<file path="src/rtl/hex_cell_emitter.sv">
// hex_cell_emitter: cube-rounds one fractional hex coordinate per transaction and
// streams every integer cell within radius min(lod, MAX_RADIUS) of the rounded centre.
module hex_cell_emitter #(
    parameter int FRAC_W     = 16,
    parameter int COORD_W    = 16,
    parameter int MAX_RADIUS = 3
) (
    input  logic               clk,
    input  logic               reset,
    input  logic               in_valid,
    output logic               in_ready,
    input  logic [31:0]        in_q_f,
    input  logic [31:0]        in_r_f,
    input  logic [31:0]        in_s_f,
    input  logic [7:0]         in_lod,
    output logic               out_valid,
    input  logic               out_ready,
    output logic [COORD_W-1:0] out_q,
    output logic [COORD_W-1:0] out_r,
    output logic [COORD_W-1:0] out_s,
    output logic               out_last,
    output logic               busy
);

    // Offsets span [-MAX_RADIUS, MAX_RADIUS]; the rounding datapath is widened so the
    // half-LSB add and the reconstruction shift can never overflow.
    localparam int OW = 10;
    localparam int XW = 34;
    localparam logic [8:0] MAX_LOD = 9'(MAX_RADIUS);
    localparam logic signed [XW-1:0] HALF = 34'sd1 <<< (FRAC_W - 1);

    typedef enum logic [1:0] {
        S_IDLE,
        S_ROUND,
        S_EMIT
    } state_t;

    state_t state, state_n;

    logic [31:0]              cap_q, cap_r, cap_s;
    logic [31:0]              cap_q_n, cap_r_n, cap_s_n;
    logic signed [OW-1:0]     rad, rad_n;
    logic signed [OW-1:0]     dq, dr, dq_n, dr_n;
    logic [COORD_W-1:0]       base_q, base_r, base_q_n, base_r_n;
    logic [COORD_W-1:0]       round_q, round_r;
    logic [COORD_W-1:0]       cell_q, cell_r;
    logic                     out_valid_n, out_last_n;

    logic signed [XW-1:0]     rx_q, rx_r, rx_s;
    logic [XW-1:0]            d_q, d_r, d_s;
    logic signed [XW-1:0]     fix_q, fix_r;

    function automatic logic signed [XW-1:0] round_fx(input logic [31:0] x);
        logic signed [XW-1:0] xe;
        xe = XW'($signed(x));
        return (xe + HALF) >>> FRAC_W;
    endfunction

    function automatic logic [XW-1:0] dist_fx(input logic [31:0] x,
                                              input logic signed [XW-1:0] rx);
        logic signed [XW-1:0] diff;
        diff = (rx <<< FRAC_W) - XW'($signed(x));
        return (diff < 0) ? XW'(-diff) : XW'(diff);
    endfunction

    function automatic logic signed [OW-1:0] dr_lo(input logic signed [OW-1:0] d,
                                                   input logic signed [OW-1:0] r);
        return (-d - r > -r) ? (-d - r) : -r;
    endfunction

    function automatic logic signed [OW-1:0] dr_hi(input logic signed [OW-1:0] d,
                                                   input logic signed [OW-1:0] r);
        return (r - d < r) ? (r - d) : r;
    endfunction

    assign in_ready = (state == S_IDLE) && !reset;
    assign busy     = (state != S_IDLE);

    // Cube rounding of the captured coordinate: the component with the largest
    // rounding error is rebuilt from the other two so the result sums to zero.
    always_comb begin
        rx_q  = round_fx(cap_q);
        rx_r  = round_fx(cap_r);
        rx_s  = round_fx(cap_s);
        d_q   = dist_fx(cap_q, rx_q);
        d_r   = dist_fx(cap_r, rx_r);
        d_s   = dist_fx(cap_s, rx_s);
        fix_q = rx_q;
        fix_r = rx_r;
        if (d_q > d_r && d_q > d_s) begin
            fix_q = -rx_r - rx_s;
        end else if (d_r > d_s) begin
            fix_r = -rx_q - rx_s;
        end
        round_q = fix_q[COORD_W-1:0];
        round_r = fix_r[COORD_W-1:0];
    end

    // Next-state, walk advance and the cell that will be presented next cycle.
    always_comb begin
        state_n     = state;
        cap_q_n     = cap_q;
        cap_r_n     = cap_r;
        cap_s_n     = cap_s;
        rad_n       = rad;
        dq_n        = dq;
        dr_n        = dr;
        base_q_n    = base_q;
        base_r_n    = base_r;
        out_valid_n = out_valid;
        case (state)
            S_IDLE: begin
                if (in_valid) begin
                    cap_q_n = in_q_f;
                    cap_r_n = in_r_f;
                    cap_s_n = in_s_f;
                    rad_n   = ({1'b0, in_lod} > MAX_LOD) ? OW'(MAX_RADIUS) : OW'(in_lod);
                    state_n = S_ROUND;
                end
            end
            S_ROUND: begin
                base_q_n    = round_q;
                base_r_n    = round_r;
                dq_n        = -rad;
                dr_n        = dr_lo(-rad, rad);
                out_valid_n = 1'b1;
                state_n     = S_EMIT;
            end
            S_EMIT: begin
                if (out_ready) begin
                    if (out_last) begin
                        out_valid_n = 1'b0;
                        state_n     = S_IDLE;
                    end else if (dr < dr_hi(dq, rad)) begin
                        dr_n = dr + 1'b1;
                    end else begin
                        dq_n = dq + 1'b1;
                        dr_n = dr_lo(dq + 1'b1, rad);
                    end
                end
            end
            default: state_n = S_IDLE;
        endcase
        cell_q     = base_q_n + COORD_W'(dq_n);
        cell_r     = base_r_n + COORD_W'(dr_n);
        out_last_n = out_valid_n && (dq_n == rad_n) && (dr_n == dr_hi(dq_n, rad_n));
    end

    // State and datapath registers; reset aborts any walk in progress.
    always_ff @(posedge clk) begin
        if (reset) begin
            state     <= S_IDLE;
            cap_q     <= '0;
            cap_r     <= '0;
            cap_s     <= '0;
            rad       <= '0;
            dq        <= '0;
            dr        <= '0;
            base_q    <= '0;
            base_r    <= '0;
            out_valid <= 1'b0;
            out_last  <= 1'b0;
            out_q     <= '0;
            out_r     <= '0;
            out_s     <= '0;
        end else begin
            state     <= state_n;
            cap_q     <= cap_q_n;
            cap_r     <= cap_r_n;
            cap_s     <= cap_s_n;
            rad       <= rad_n;
            dq        <= dq_n;
            dr        <= dr_n;
            base_q    <= base_q_n;
            base_r    <= base_r_n;
            out_valid <= out_valid_n;
            out_last  <= out_last_n;
            out_q     <= cell_q;
            out_r     <= cell_r;
            out_s     <= -(cell_q + cell_r);
        end
    end

endmodule

</file>
<file path="config.mk">
export PLATFORM = sky130hd
export DESIGN_NAME = hex_cell_emitter
export DESIGN_NICKNAME = d
export VERILOG_FILES = /design/src/rtl/hex_cell_emitter.sv
export SDC_FILE = /design/constraint.sdc
export NUM_CORES = 1
export LEC_CHECK = 0
export ABC_AREA = 1
export BUFFER_PORTS_ARGS = -buffer_cell sky130_fd_sc_hd__buf_2
export CAP_MARGIN = 40
export CORE_MARGIN = 8
export CORE_UTILIZATION = 55
export DETAILED_ROUTE_END_ITERATION = 6
export PLACE_DENSITY = 0.73
export REMOVE_ABC_BUFFERS = 1
export SYNTH_ARGS = -nofsm -noshare
export SYNTH_HDL_FRONTEND = slang
export SYNTH_SLANG_ARGS = --single-unit
</file>
<file path="constraint.sdc">
create_clock -name clk -period 10.52 [get_ports clk]
set_input_delay 1.578 -clock clk [delete_from_list [all_inputs] [get_ports clk]]
set_output_delay 1.578 -clock clk [all_outputs]
set_load 0.03 [all_outputs]
</file>
==> key figures <==
Route
  – DR WL/cell: 16.6 um
  – Vias: ~25000
  – Antenna Violating Nets Remaining: 0
  – Initial DRC Count: approximately 1800
  – Pre-Repair DR Iteration Count: 5
  – # DRC: 0
  – Avg Vias per Cell: between 5 and 6
  – Routed WL: between 70000 and 80000 um

GRT
  – Grt total ovfl: 0
  – Antenna violations before repair: 0
  – GR Util All Layers: between 20% and 30%
  – Largest net degree at the start of global routing: approximately 130
  – Vias in the first global route: approximately 24000
  – First-pass GRT wire length: 123000 um

Final layout
  – ANT cells: 0
  – Share of cells above drive strength 1: 9.10%
  – Final net count: approximately 4500
  – Area Overhead vs Synth: 10.2%
  – Fillcell total: roughly 4400

Placement
  – Number of port buffers: 159
  – Final HPWL DP: approximately 63000 um
  – GP Congestion: slightly below 1
  – Pre-CTS WS: ~230 ps

Job
  – Max cap viols: 0

Clock network
  – CTS tree: built
  – Clk sinks: 210
  – CTS H-tree lvls: 1
  – Skew-Pair Late Insertion Delay: 590 ps
  – Worst-path clk slew: 60 ps
  – Maximum clock insertion buffer count: 3
  – Total CTS buffers: 26
  – Root Buffer: clkbuf_16

Synthesis
  – Synth area leader: ha_1
  – Ys flop type: dfxtp_1
  – Post-synthesis cell type count: 63
  – Netlist area before placement: ~0.025 mm2
  – Yosys warning total: 0
  – Seq/Total Area, Yosys: around 17%
  – Syn Area/Cell: roughly 6.5 um2
  – Post-Synthesis Cells: about 3800
  – Synth async-reset ratio: 0%
  – Share of the synthesized area in the top cell type: between 10% and 20%
  – Seq cells post-synth: 210
  – Post-synth EDFFs: 0
  – Ranking of synthesized cells by area: ha_1 19%, dfxtp_1 17%, nand2_1 10%

Critical path
  – Register-to-Register Path Depth: a little over 60
  – Max incr delay on CP: between 400 and 500 ps
  – Critical path capture point type: flip-flop
  – R2r startpoint: cap_s[15]$_SDFFE_PP0P_
  – Reg2reg setup slack: 700 ps
  – Reg2reg end: out_s[15]$_SDFF_PP0_
  – Crit path max fanout: 24
  – Most frequent CP cell: nand2_1
  – Crit path launch type: flip-flop
  – Worst setup path class: flip-flop to flip-flop
  – CP arrival: 10290 ps
  – Critical-path top delay cell: xnor2_1
  – CP required: between 10000 and 15000 ps

Die
  – Horiz. Die Dim: between 200 and 250 um
  – Starting Density: approximately 55%
  – Core Rows: 78
  – Core Area: ~0.045 mm2
  – I/O pin count: 160
  – DIE HEIGHT: approximately 230 um
  – Die area: 0.0528 mm2

Timing
  – RSZ-0062 raised after global routing: yes
  – Hold Fails Final Rpt: 0
  – Fmax: between 0.1 and 0.15 GHz
  – Worst slew pin tran: roughly 900 ps
  – Worst Clk Skew: roughly 19 ps
  – Post-route setup slack: ~700 ps
  – Final setup fails: 0
  – Final min period: around 9800 ps
  – Final TNS setup: 0 ps
  – Relative slew slack: roughly two fifths
  – Final period util: 93.3%
  – Slew Limit Fails: 0

Worst hold path
  – Worst min path class: flip-flop to flip-flop
  – Endpoint, Worst Hold: cap_s[13]$_SDFFE_PP0P_
  – Hold path cells: 2
  – Hold path startpoint: cap_s[13]$_SDFFE_PP0P_

Status
  – Outcome: finished, final reports clean
[critical path: cells and delay by family (launching register included)]
| kind | cells | cell delay (ps) |
|---|---|---|
| adders and majority gates | 5 | 1640 |
| DFF | 1 | 380 |
| AOI/OAI and AO/OA | 12 | 1740 |
| buffers and inverters | 9 | 990 |
| and+or+nand+nor | 33 | 3990 |
| xor gates and xnor gates | 3 | 980 |
[state kept, by name (all words and copies together), names as in the netlist, 16 cells and up]
| signal | count |
|---|---|
| cap_q | 32 |
| cap_r | 32 |
| cap_s | 32 |
| base_q | 16 |
| base_r | 16 |
| out_q | 16 |
| out_r | 16 |
| out_s | 16 |
[routing by layer]
layer,global-route usage [%],part of all wire (%)
met1,33.2,42
met3,3.82,5.7
met4,14.0,5.4
met5,0,0
met2,48.6,47
[what timing repair did]
item                                    in CTS  in global routing
endpoints found under the setup margin       0                  8
hold buffers                                 0                  0
resized for setup                            0                 69
buffers inserted                             0                  6
[stage by stage]
step / hold slack, ps / cell area, um2 / utilization [%] / instances
4_1_cts: 489 / 27400 / 60.5 / 4592
6_report: 495 / 27700 / 61.1 / 4599
3_3_place_gp: 479 / 26500 / 58.5 / 4547
2_1_floorplan: 456 / 24800 / - / 3773
5_1_grt: 523 / 27700 / 61.1 / 4599
3_5_place_dp: 481 / 26500 / 58.5 / 4547
[cell type report]
class | count | area [um2] | area share (%)
Inverter | 601 | 2280 | 8.24
Tap cell | 600 | 751 | 2.71
Sequential cell | 210 | 4210 | 15.2
Multi-Input combinational cell | 2963 | 18600 | 67.1
Timing Repair Buffer | 180 | 973 | 3.52
Clock buffer | 36 | 748 | 2.70
Clock inverter | 9 | 151 | 0.547
[cells by family (layout without fill, tap and decap cells)]
kind of cell / Yosys count / count (layout) / share of synthesized area [%]
buf+inv: 677 / 826 / 10.3
simple gates: 1551 / 1552 / 27.3
compound gates: 736 / 736 / 15.9
xor+xnor: 286 / 286 / 10.1
fa+ha+maj: 387 / 387 / 19.5
mux: 2 / 2 / 0.0797
flops: 210 / 210 / 16.7
[cell usage after synthesis, types with 25 or more instances]
cell type	number
inv_1	588
a21oi_1	306
nand4_1	65
o21ai_0	289
ha_1	378
nand2_1	668
nand3_1	173
clkbuf_1	63
dfxtp_1	210
o21bai_1	25
nor4_1	32
xor2_1	182
nor2_1	447
o211ai_1	26
nor3_1	50
xnor2_1	100
[worst max-delay path by stage]
stage,from,to,depth (start not counted)
after floorplan,cap_s[15]$_SDFFE_PP0P_,out_s[15]$_SDFF_PP0_,66
after global placement,cap_s[15]$_SDFFE_PP0P_,out_s[15]$_SDFF_PP0_,65
after detailed placement,cap_q[15]$_SDFFE_PP0P_,out_s[15]$_SDFF_PP0_,65
after CTS,cap_q[15]$_SDFFE_PP0P_,out_s[15]$_SDFF_PP0_,65
after global routing,cap_s[15]$_SDFFE_PP0P_,out_s[15]$_SDFF_PP0_,68
final,cap_s[15]$_SDFFE_PP0P_,out_s[15]$_SDFF_PP0_,62
[cell usage in the layout, fill, tap and decap left out, types with 6 or more instances in the layout]
cell       count
nand2_1      663
inv_1        584
nor2_1       444
ha_1         376
a21oi_1      301
o21ai_0      277
dfxtp_1      209
xor2_1       176
nand3_1      171
buf_2        159
xnor2_1       97
nand4_1       65
nor3_1        46
nor4_1        27
o21ai_1       26
o211ai_1      26
clkbuf_16     26
o21bai_1      24
or2_2         18
buf_4         18
nor2_2        16
nor3_2        16
nand2_2       15
o21a_1        13
a31oi_1       12
nand3b_1      11
xor2_2        10
and2_1        10
nand3_2        9
fa_1           9
nor2_4         8
o22ai_1        8
inv_2          7
a21o_1         7
o31ai_1        7
nor4_2         6
clkbuf_8       6
Power is left out: the tool's default activity adds up to more than one toggle a clock period on the data nets, which glitch-free logic cannot reach.
